File: src/rtl/coincidence_aligner.sv
// Sequences the coincidence recorder CSR: arm an acquisition, sweep one channel's histogram,
// locate the aliased rising edge and program the coincidence sample count (optionally realign).
//
//   state      | meaning
//   -----------+-------------------------------------------------------------
//   S_IDLE     | waiting for cmdStart; rejects out-of-range offsets at once
//   S_START    | strobe the start word
//   S_WAIT_BUSY| wait for recorder busy to rise
//   S_WAIT_IDLE| wait for recorder busy to fall (acquisition complete)
//   S_REQ      | strobe the read request for bin bin_q
//   S_WAIT_RB  | wait for settled readback matching bin and channel
//   S_EVAL     | classify bin bin_q, look for an edge against bin_q-1
//   S_EVAL_WRAP| classify bin 0 against bin N-1, decide edge / no edge
//   S_SET_COINC| strobe the coincidence word
//   S_REALIGN  | strobe the realign word
//   S_DONE     | done pulse, errorCode 0
//   S_FAIL     | done pulse, errorCode already latched
module coincidence_aligner #(
   parameter int CHANNEL_COUNT               = 2,
   parameter int CYCLES_PER_ACQUISITION      = 1023,
   parameter int SAMPLE_CLKS_PER_COINCIDENCE = 100,
   parameter int SETTLE_CYCLES               = 8,
   parameter int TIMEOUT_CYCLES              = 1 << 24,
   localparam int MUXSEL_WIDTH = (CHANNEL_COUNT > 1) ? $clog2(CHANNEL_COUNT) : 1,
   localparam int SUM_WIDTH    = $clog2(CYCLES_PER_ACQUISITION + 1),
   localparam int SCW          = $clog2(SAMPLE_CLKS_PER_COINCIDENCE)
) (
   input  logic                    sysClk,
   input  logic                    sysReset,
   input  logic                    cmdStart,
   input  logic [MUXSEL_WIDTH-1:0] cmdChannel,
   input  logic [SCW-1:0]          cmdOffset,
   input  logic                    cmdRealign,
   output logic                    csrStrobe,
   output logic [31:0]             csrGPIO_OUT,
   input  logic [31:0]             csrIn,
   output logic                    active,
   output logic                    done,
   output logic [2:0]              errorCode,
   output logic                    multiEdge,
   output logic [SCW-1:0]          edgeAddress,
   output logic [SCW-1:0]          coincidenceAddress
);

   localparam int N     = SAMPLE_CLKS_PER_COINCIDENCE;
   localparam int TMO_W = $clog2(TIMEOUT_CYCLES + 1);
   localparam int SET_W = $clog2(SETTLE_CYCLES + 1);
   localparam logic [SUM_WIDTH-1:0] HALF     = SUM_WIDTH'(CYCLES_PER_ACQUISITION / 2);
   localparam logic [SCW-1:0]       LAST_BIN = SCW'(N - 1);
   localparam logic [SCW:0]         N_EXT    = (SCW + 1)'(N);
   localparam logic [TMO_W-1:0]     TMO_LOAD = TMO_W'(TIMEOUT_CYCLES - 1);
   localparam logic [SET_W-1:0]     SET_LOAD = SET_W'(SETTLE_CYCLES);
   localparam logic [1:0]           STROBE_GAP = 2'd2;

   localparam logic [2:0] ERR_OK      = 3'd0;
   localparam logic [2:0] ERR_ACQ_TMO = 3'd1;
   localparam logic [2:0] ERR_RB_TMO  = 3'd2;
   localparam logic [2:0] ERR_NO_EDGE = 3'd3;
   localparam logic [2:0] ERR_OFFSET  = 3'd4;

   typedef enum logic [3:0] {
      S_IDLE, S_START, S_WAIT_BUSY, S_WAIT_IDLE, S_REQ, S_WAIT_RB,
      S_EVAL, S_EVAL_WRAP, S_SET_COINC, S_REALIGN, S_DONE, S_FAIL
   } state_t;

   state_t                  state_q;
   logic [MUXSEL_WIDTH-1:0] ch_q;
   logic [SCW-1:0]          ofs_q;
   logic                    realign_q;
   logic [SCW-1:0]          bin_q;
   logic [TMO_W-1:0]        tmo_q;
   logic [SET_W-1:0]        settle_q;
   logic [1:0]              gap_q;
   logic                    cur_high_q;
   logic                    prev_high_q;
   logic                    high0_q;
   logic [1:0]              edge_cnt_q;
   logic [SCW-1:0]          edge_q;
   logic [SCW-1:0]          coinc_q;
   logic [2:0]              err_q;
   logic                    multi_q;
   logic                    active_q;
   logic                    done_q;
   logic                    strobe_q;
   logic [31:0]             gpio_q;

   logic                    busy_w;
   logic [SCW-1:0]          rb_addr_w;
   logic [MUXSEL_WIDTH-1:0] rb_sel_w;
   logic [SUM_WIDTH-1:0]    rb_count_w;
   logic                    rb_ok_w;
   logic                    rb_high_w;
   logic                    edge_here_w;
   logic                    edge_wrap_w;
   logic [1:0]              edge_cnt_d;
   logic [SCW:0]            sum_w;
   logic [SCW-1:0]          coinc_d;
   logic                    offset_bad_w;
   logic [31:0]             rd_word_w;
   logic [31:0]             coinc_word_w;
   logic                    unused_csr;

   assign busy_w     = csrIn[31];
   assign rb_sel_w   = csrIn[24 +: MUXSEL_WIDTH];
   assign rb_addr_w  = csrIn[SUM_WIDTH +: SCW];
   assign rb_count_w = csrIn[SUM_WIDTH-1:0];
   assign unused_csr = ^{csrIn[30:24+MUXSEL_WIDTH], csrIn[23:SUM_WIDTH+SCW]};

   assign rb_ok_w   = (settle_q == '0) && (rb_addr_w == bin_q) && (rb_sel_w == ch_q);
   assign rb_high_w = rb_count_w > HALF;

   // Bin 0's predecessor is bin N-1, so its edge test runs once the sweep has wrapped.
   assign edge_here_w = cur_high_q & ~prev_high_q;
   assign edge_wrap_w = high0_q & ~prev_high_q;
   assign edge_cnt_d  = (edge_cnt_q == 2'd2) ? 2'd2 : edge_cnt_q + {1'b0, edge_wrap_w};

   assign sum_w   = {1'b0, edge_q} + {1'b0, ofs_q};
   assign coinc_d = (sum_w >= N_EXT) ? SCW'(sum_w - N_EXT) : SCW'(sum_w);

   assign offset_bad_w = {1'b0, cmdOffset} >= N_EXT;

   always_comb begin
      rd_word_w                     = '0;
      rd_word_w[24 +: MUXSEL_WIDTH] = ch_q;
      rd_word_w[SCW-1:0]            = bin_q;
      coinc_word_w                  = '0;
      coinc_word_w[30]              = 1'b1;
      coinc_word_w[SCW-1:0]         = coinc_d;
   end

   always_ff @(posedge sysClk) begin
      if (sysReset) begin
         state_q     <= S_IDLE;
         ch_q        <= '0;
         ofs_q       <= '0;
         realign_q   <= 1'b0;
         bin_q       <= '0;
         tmo_q       <= '0;
         settle_q    <= '0;
         gap_q       <= '0;
         cur_high_q  <= 1'b0;
         prev_high_q <= 1'b0;
         high0_q     <= 1'b0;
         edge_cnt_q  <= '0;
         edge_q      <= '0;
         coinc_q     <= '0;
         err_q       <= ERR_OK;
         multi_q     <= 1'b0;
         active_q    <= 1'b0;
         done_q      <= 1'b0;
         strobe_q    <= 1'b0;
         gpio_q      <= '0;
      end else begin
         strobe_q <= 1'b0;
         done_q   <= 1'b0;
         if (gap_q != '0) gap_q <= gap_q - 1'b1;

         unique case (state_q)
            S_IDLE: begin
               if (cmdStart) begin
                  ch_q       <= cmdChannel;
                  ofs_q      <= cmdOffset;
                  realign_q  <= cmdRealign;
                  err_q      <= ERR_OK;
                  multi_q    <= 1'b0;
                  edge_cnt_q <= '0;
                  bin_q      <= '0;
                  if (offset_bad_w) begin
                     err_q  <= ERR_OFFSET;
                     done_q <= 1'b1;
                  end else begin
                     active_q <= 1'b1;
                     state_q  <= S_START;
                  end
               end
            end
            S_START: begin
               if (gap_q == '0) begin
                  strobe_q <= 1'b1;
                  gpio_q   <= 32'h8000_0000;
                  gap_q    <= STROBE_GAP;
                  tmo_q    <= TMO_LOAD;
                  state_q  <= S_WAIT_BUSY;
               end
            end
            S_WAIT_BUSY: begin
               if (busy_w) begin
                  tmo_q   <= TMO_LOAD;
                  state_q <= S_WAIT_IDLE;
               end else if (tmo_q == '0) begin
                  err_q   <= ERR_ACQ_TMO;
                  state_q <= S_FAIL;
               end else begin
                  tmo_q <= tmo_q - 1'b1;
               end
            end
            S_WAIT_IDLE: begin
               if (!busy_w) begin
                  state_q <= S_REQ;
               end else if (tmo_q == '0) begin
                  err_q   <= ERR_ACQ_TMO;
                  state_q <= S_FAIL;
               end else begin
                  tmo_q <= tmo_q - 1'b1;
               end
            end
            S_REQ: begin
               if (gap_q == '0) begin
                  strobe_q <= 1'b1;
                  gpio_q   <= rd_word_w;
                  gap_q    <= STROBE_GAP;
                  settle_q <= SET_LOAD;
                  tmo_q    <= TMO_LOAD;
                  state_q  <= S_WAIT_RB;
               end
            end
            S_WAIT_RB: begin
               if (rb_ok_w) begin
                  cur_high_q <= rb_high_w;
                  state_q    <= S_EVAL;
               end else begin
                  if (settle_q != '0) settle_q <= settle_q - 1'b1;
                  if (tmo_q == '0) begin
                     err_q   <= ERR_RB_TMO;
                     state_q <= S_FAIL;
                  end else begin
                     tmo_q <= tmo_q - 1'b1;
                  end
               end
            end
            S_EVAL: begin
               if (bin_q == '0) begin
                  high0_q <= cur_high_q;
               end else if (edge_here_w) begin
                  if (edge_cnt_q == 2'd0) edge_q <= bin_q;
                  if (edge_cnt_q != 2'd2) edge_cnt_q <= edge_cnt_q + 2'd1;
                  if (edge_cnt_q != 2'd0) multi_q <= 1'b1;
               end
               prev_high_q <= cur_high_q;
               if (bin_q == LAST_BIN) begin
                  state_q <= S_EVAL_WRAP;
               end else begin
                  bin_q   <= bin_q + 1'b1;
                  state_q <= S_REQ;
               end
            end
            S_EVAL_WRAP: begin
               edge_cnt_q <= edge_cnt_d;
               if (edge_cnt_d == 2'd0) begin
                  err_q   <= ERR_NO_EDGE;
                  state_q <= S_FAIL;
               end else begin
                  if (edge_wrap_w) edge_q <= '0;
                  if (edge_cnt_d == 2'd2) multi_q <= 1'b1;
                  state_q <= S_SET_COINC;
               end
            end
            S_SET_COINC: begin
               if (gap_q == '0) begin
                  strobe_q <= 1'b1;
                  gpio_q   <= coinc_word_w;
                  gap_q    <= STROBE_GAP;
                  coinc_q  <= coinc_d;
                  state_q  <= realign_q ? S_REALIGN : S_DONE;
               end
            end
            S_REALIGN: begin
               if (gap_q == '0) begin
                  strobe_q <= 1'b1;
                  gpio_q   <= 32'h2000_0000;
                  gap_q    <= STROBE_GAP;
                  state_q  <= S_DONE;
               end
            end
            S_DONE, S_FAIL: begin
               done_q   <= 1'b1;
               active_q <= 1'b0;
               state_q  <= S_IDLE;
            end
            default: state_q <= S_IDLE;
         endcase
      end
   end

   assign csrStrobe          = strobe_q;
   assign csrGPIO_OUT        = gpio_q;
   assign active             = active_q;
   assign done               = done_q;
   assign errorCode          = err_q;
   assign multiEdge          = multi_q;
   assign edgeAddress        = edge_q;
   assign coincidenceAddress = coinc_q;

endmodule

File: config.mk
export PLATFORM = sky130hd
export DESIGN_NAME = coincidence_aligner
export DESIGN_NICKNAME = d
export VERILOG_FILES = /design/src/rtl/coincidence_aligner.sv
export SDC_FILE = /design/constraint.sdc
export NUM_CORES = 1
export LEC_CHECK = 0
export ABC_AREA = 1
export BUFFER_PORTS_ARGS = -buffer_cell sky130_fd_sc_hd__buf_2
export CORE_ASPECT_RATIO = 0.5
export CORE_UTILIZATION = 57
export DETAILED_ROUTE_END_ITERATION = 7
export PLACE_DENSITY_LB_ADDON = 0.05
export SYNTH_ARGS = -nofsm -noshare
export SYNTH_HDL_FRONTEND = slang
export SYNTH_SLANG_ARGS = --single-unit
File: constraint.sdc
create_clock -name sysClk -period 3.7 [get_ports sysClk]
set_clock_uncertainty 0.2 [all_clocks]
set_input_delay 0.37 -clock sysClk [delete_from_list [all_inputs] [get_ports sysClk]]
set_output_delay 0.37 -clock sysClk [all_outputs]
set_load 0.01 [all_outputs]
==> results.cfg <==
[outcome]
status = complete, no violations

[grt]
grt_pass1_vias = 5015
grtUsageMet3 = 0.0515
gr-usage-met1 = 0.353
antenna_found_initial = 0
grtUsageTotal = 0.283
grt-ovfl-total = 0
grt_pass1_wl_um = 23200
use_met2 = 0.500
grt_max_degree = 57
busiest_layer = met2

[timing]
fin_crit_sh = 0.788
worstMarginPinSlew_ps = 609
period_needed_ps = 2920
tns_ps = 0
hold_viol = 0
setup_slack_ps = 783
rsz0062_at_grt = no
setup_violations = 0
max_slew_margin = 0.593
drv_slew = 0
clock.fmax_mhz = 343
finalHoldWorstSlack_ps = 44.6

[detailed_routing]
route.detailed.drc = 0
vias = 5591
totalWireLength_um = 13900
drt_iter0_drc = 309
post_drt_via_cell_ratio = 5.31
ant_nets = 0
firstDrtPassIters = 6
wl_per_cell_um = 13.2

[job]
maxCapViolations = 0

[worst_setup_path]
worstPathCellList = ha_1 -> fa_1 -> or2_2 -> nand2_1 -> inv_1 -> ha_1 -> nand2_1 -> nand3_1 -> nand3_2 -> nand2_1 -> nand2_1 -> nand2_1 -> nand2_1 -> nand2_1 -> nand2_1 -> a21oi_1
ff2ff_path_depth = 16
crit_top_cell = nand2_1
critPathMaxFanout = 6
cp-start-kind = flip-flop
r2r_start = edgeAddress[0]
end_kind = flip-flop
crit_slowest_cell = fa_1
critPathTopFamily = simple AND/OR/NAND/NOR gates
critPathMaxStageDelay_ps = 420
required_ps = 3720
critPathArrivalTime_ps = 2940
timing.rr.end = csrGPIO_OUT[4]
reg2reg_slack_ps = 780
cp-startpoint = edgeAddress[0]
critPathBufInv = 1
worstSetupPathType = flip-flop to flip-flop

[clock_tree]
cts_setup_buffers = 0
cts_sinks = 88
cts_root_buf = clkbuf_16
cts_buffer_depth = 2
cts_resized = 0
htreeDepth = 3
path_clk_slew_ps = 80
cts.hold.buffers_added = 0
numCtsBuffers = 9
clk_latency_ps = 350
cts_tree = yes

[placement]
hpwl_um = 10200
pre_cts_ws_ps = 798
port_buffers = 53
gp_congestion = 0.953

[synth]
synthXorXnorAreaFrac = 0.0216
synth.avg_cell_area_um2 = 6.53
netlist_area_um2 = 5670
netlist_instances = 868
synth_fa_ha_area_frac = 0.0455
synthArstFlopShare = 0
ys_ff_latch = 88
ys_seq_area_frac = 0.311
synth_compound_area_frac = 0.167
synth_flop_cell = dfxtp_1
synth_top_family_by_area = simple AND/OR/NAND/NOR gates
netlist-cell-type-count = 48
synth-simple-area-share = 0.342
yosys_warnings = 0
synthMuxAreaShare = 0
synth_edf_count = 0

[floorplan]
start_util = 0.594
io_pins = 97
die_h_um = 72.5
die_area_um2 = 10400
core-area_um2 = 9540
row_count = 25
die-width_um = 143

[power]
p_leak_nw = 2.93
peakVddDrop_mv = 0.304
totalPowerFinal_mw = 4.51
powerDensity_nw_per_um2 = 722

[final_layout]
final_nets = 977
area_delta_synth_final_pct = 10.2
antenna_cells = 0
fillers = 909
drive_above_1_share = 0.136

[min_path]
min_from = cmdRealign
whs_endpoint = realign_q
min_path_type = input pin to flip-flop
min_path_cells = 3
where the power goes:
part / leakage [nW] / total, mW / switching [mW] / internal [mW]
registers: 0.718 / 1.32 / 0.187 / 1.14
logic: 2.06 / 2.27 / 1.46 / 0.807
clock network: 0.147 / 0.915 / 0.437 / 0.478
cells in the final DEF, fill, tap and decap left out, drive strengths merged, types with 2 or more instances in the layout:
master,instances
o21ai,36
clkinv,5
ha,19
o22ai,4
nand3,69
a31oi,3
nor3,7
dfxtp,88
nand3b,7
clkbuf,9
or2,9
a21oi,74
buf,61
nand4,12
o211ai,26
a21o,2
xnor2,3
a221oi,2
xor2,11
nor3b,2
a211oi,4
nor2,124
conb,21
inv,94
nand2,211
and2,2
o21bai,4
worst max-delay path by stage:
stage | to | slack [ps] | depth (start not counted)
floorplan | csrGPIO_OUT[5] | 1080 | 16
global placement | csrGPIO_OUT[5] | 870 | 16
detailed placement | csrGPIO_OUT[5] | 800 | 16
CTS | csrGPIO_OUT[5] | 780 | 16
global route | csrGPIO_OUT[6] | 550 | 16
finish | csrGPIO_OUT[4] | 780 | 16
per-layer routing:
| layer | routed length, um | part of all wire |
|---|---|---|
| met5 | 0 | 0 |
| met4 | 218 | 0.016 |
| met3 | 656 | 0.047 |
| met2 | 6430 | 0.46 |
| met1 | 6590 | 0.47 |
cell families (layout without fill, tap and decap cells):
logic type / count (synthesis) / after routing
flip-flops: 88 / 88
adder cells (fa/ha/maj): 20 / 20
AO/OA/AOI/OAI: 161 / 161
AND/OR/NAND/NOR: 445 / 445
other: 1 / 21
XOR/XNOR: 14 / 14
buffers and inverters: 139 / 169
state kept, by name (all words and copies together), names as in the netlist:
name / count
coincidenceAddress: 7
state_q: 4
tmo_q: 25
realign_q: 1
done: 1
ofs_q: 7
csrStrobe: 1
errorCode: 3
multiEdge: 1
active: 1
gap_q: 2
settle_q: 4
csrGPIO_OUT: 11
edgeAddress: 7
edge_cnt_q: 2
high0_q: 1
bin_q: 7
prev_high_q: 1
ch_q: 1
cur_high_q: 1
worst min-delay path: cells and delay by family:
family	cells	cell delay [ps]
buf+inv	1	70
simple gates	2	120
synth_stat cells, types with 9 or more instances:
cell type / number / area, um^2
clkbuf_1: 13 / 48.8
nand4_1: 12 / 75.1
nor2_1: 111 / 417
nand3_1: 67 / 335
inv_1: 71 / 267
inv_2: 19 / 71.3
nand2_1: 208 / 781
o211ai_1: 26 / 195
xor2_1: 11 / 96.3
o21ai_0: 30 / 150
ha_1: 19 / 238
a21oi_1: 73 / 365
buf_2: 9 / 45.0
dfxtp_1: 88 / 1760
buf_4: 23 / 173
stage by stage:
| step | instances | area (um^2) | utilization |
|---|---|---|---|
| after floorplan | 888 | 5750 | - |
| after global placement | 1037 | 5950 | 0.624 |
| after detailed placement | 1037 | 5950 | 0.624 |
| after CTS | 1053 | 6250 | 0.655 |
| after global routing | 1053 | 6250 | 0.655 |
| final | 1053 | 6250 | 0.655 |
area by class of cell:
class | instances | area [um^2] | area share
multi-input cells | 661 | 3350 | 0.536
flip-flops and latches | 88 | 1760 | 0.282
inverters | 92 | 345 | 0.0553
repair buffers | 61 | 325 | 0.0521
clock buffers | 9 | 225 | 0.0360
well taps | 135 | 169 | 0.0270
clock inverters | 7 | 73.8 | 0.0118
Power figures use the tool's default switching activity.
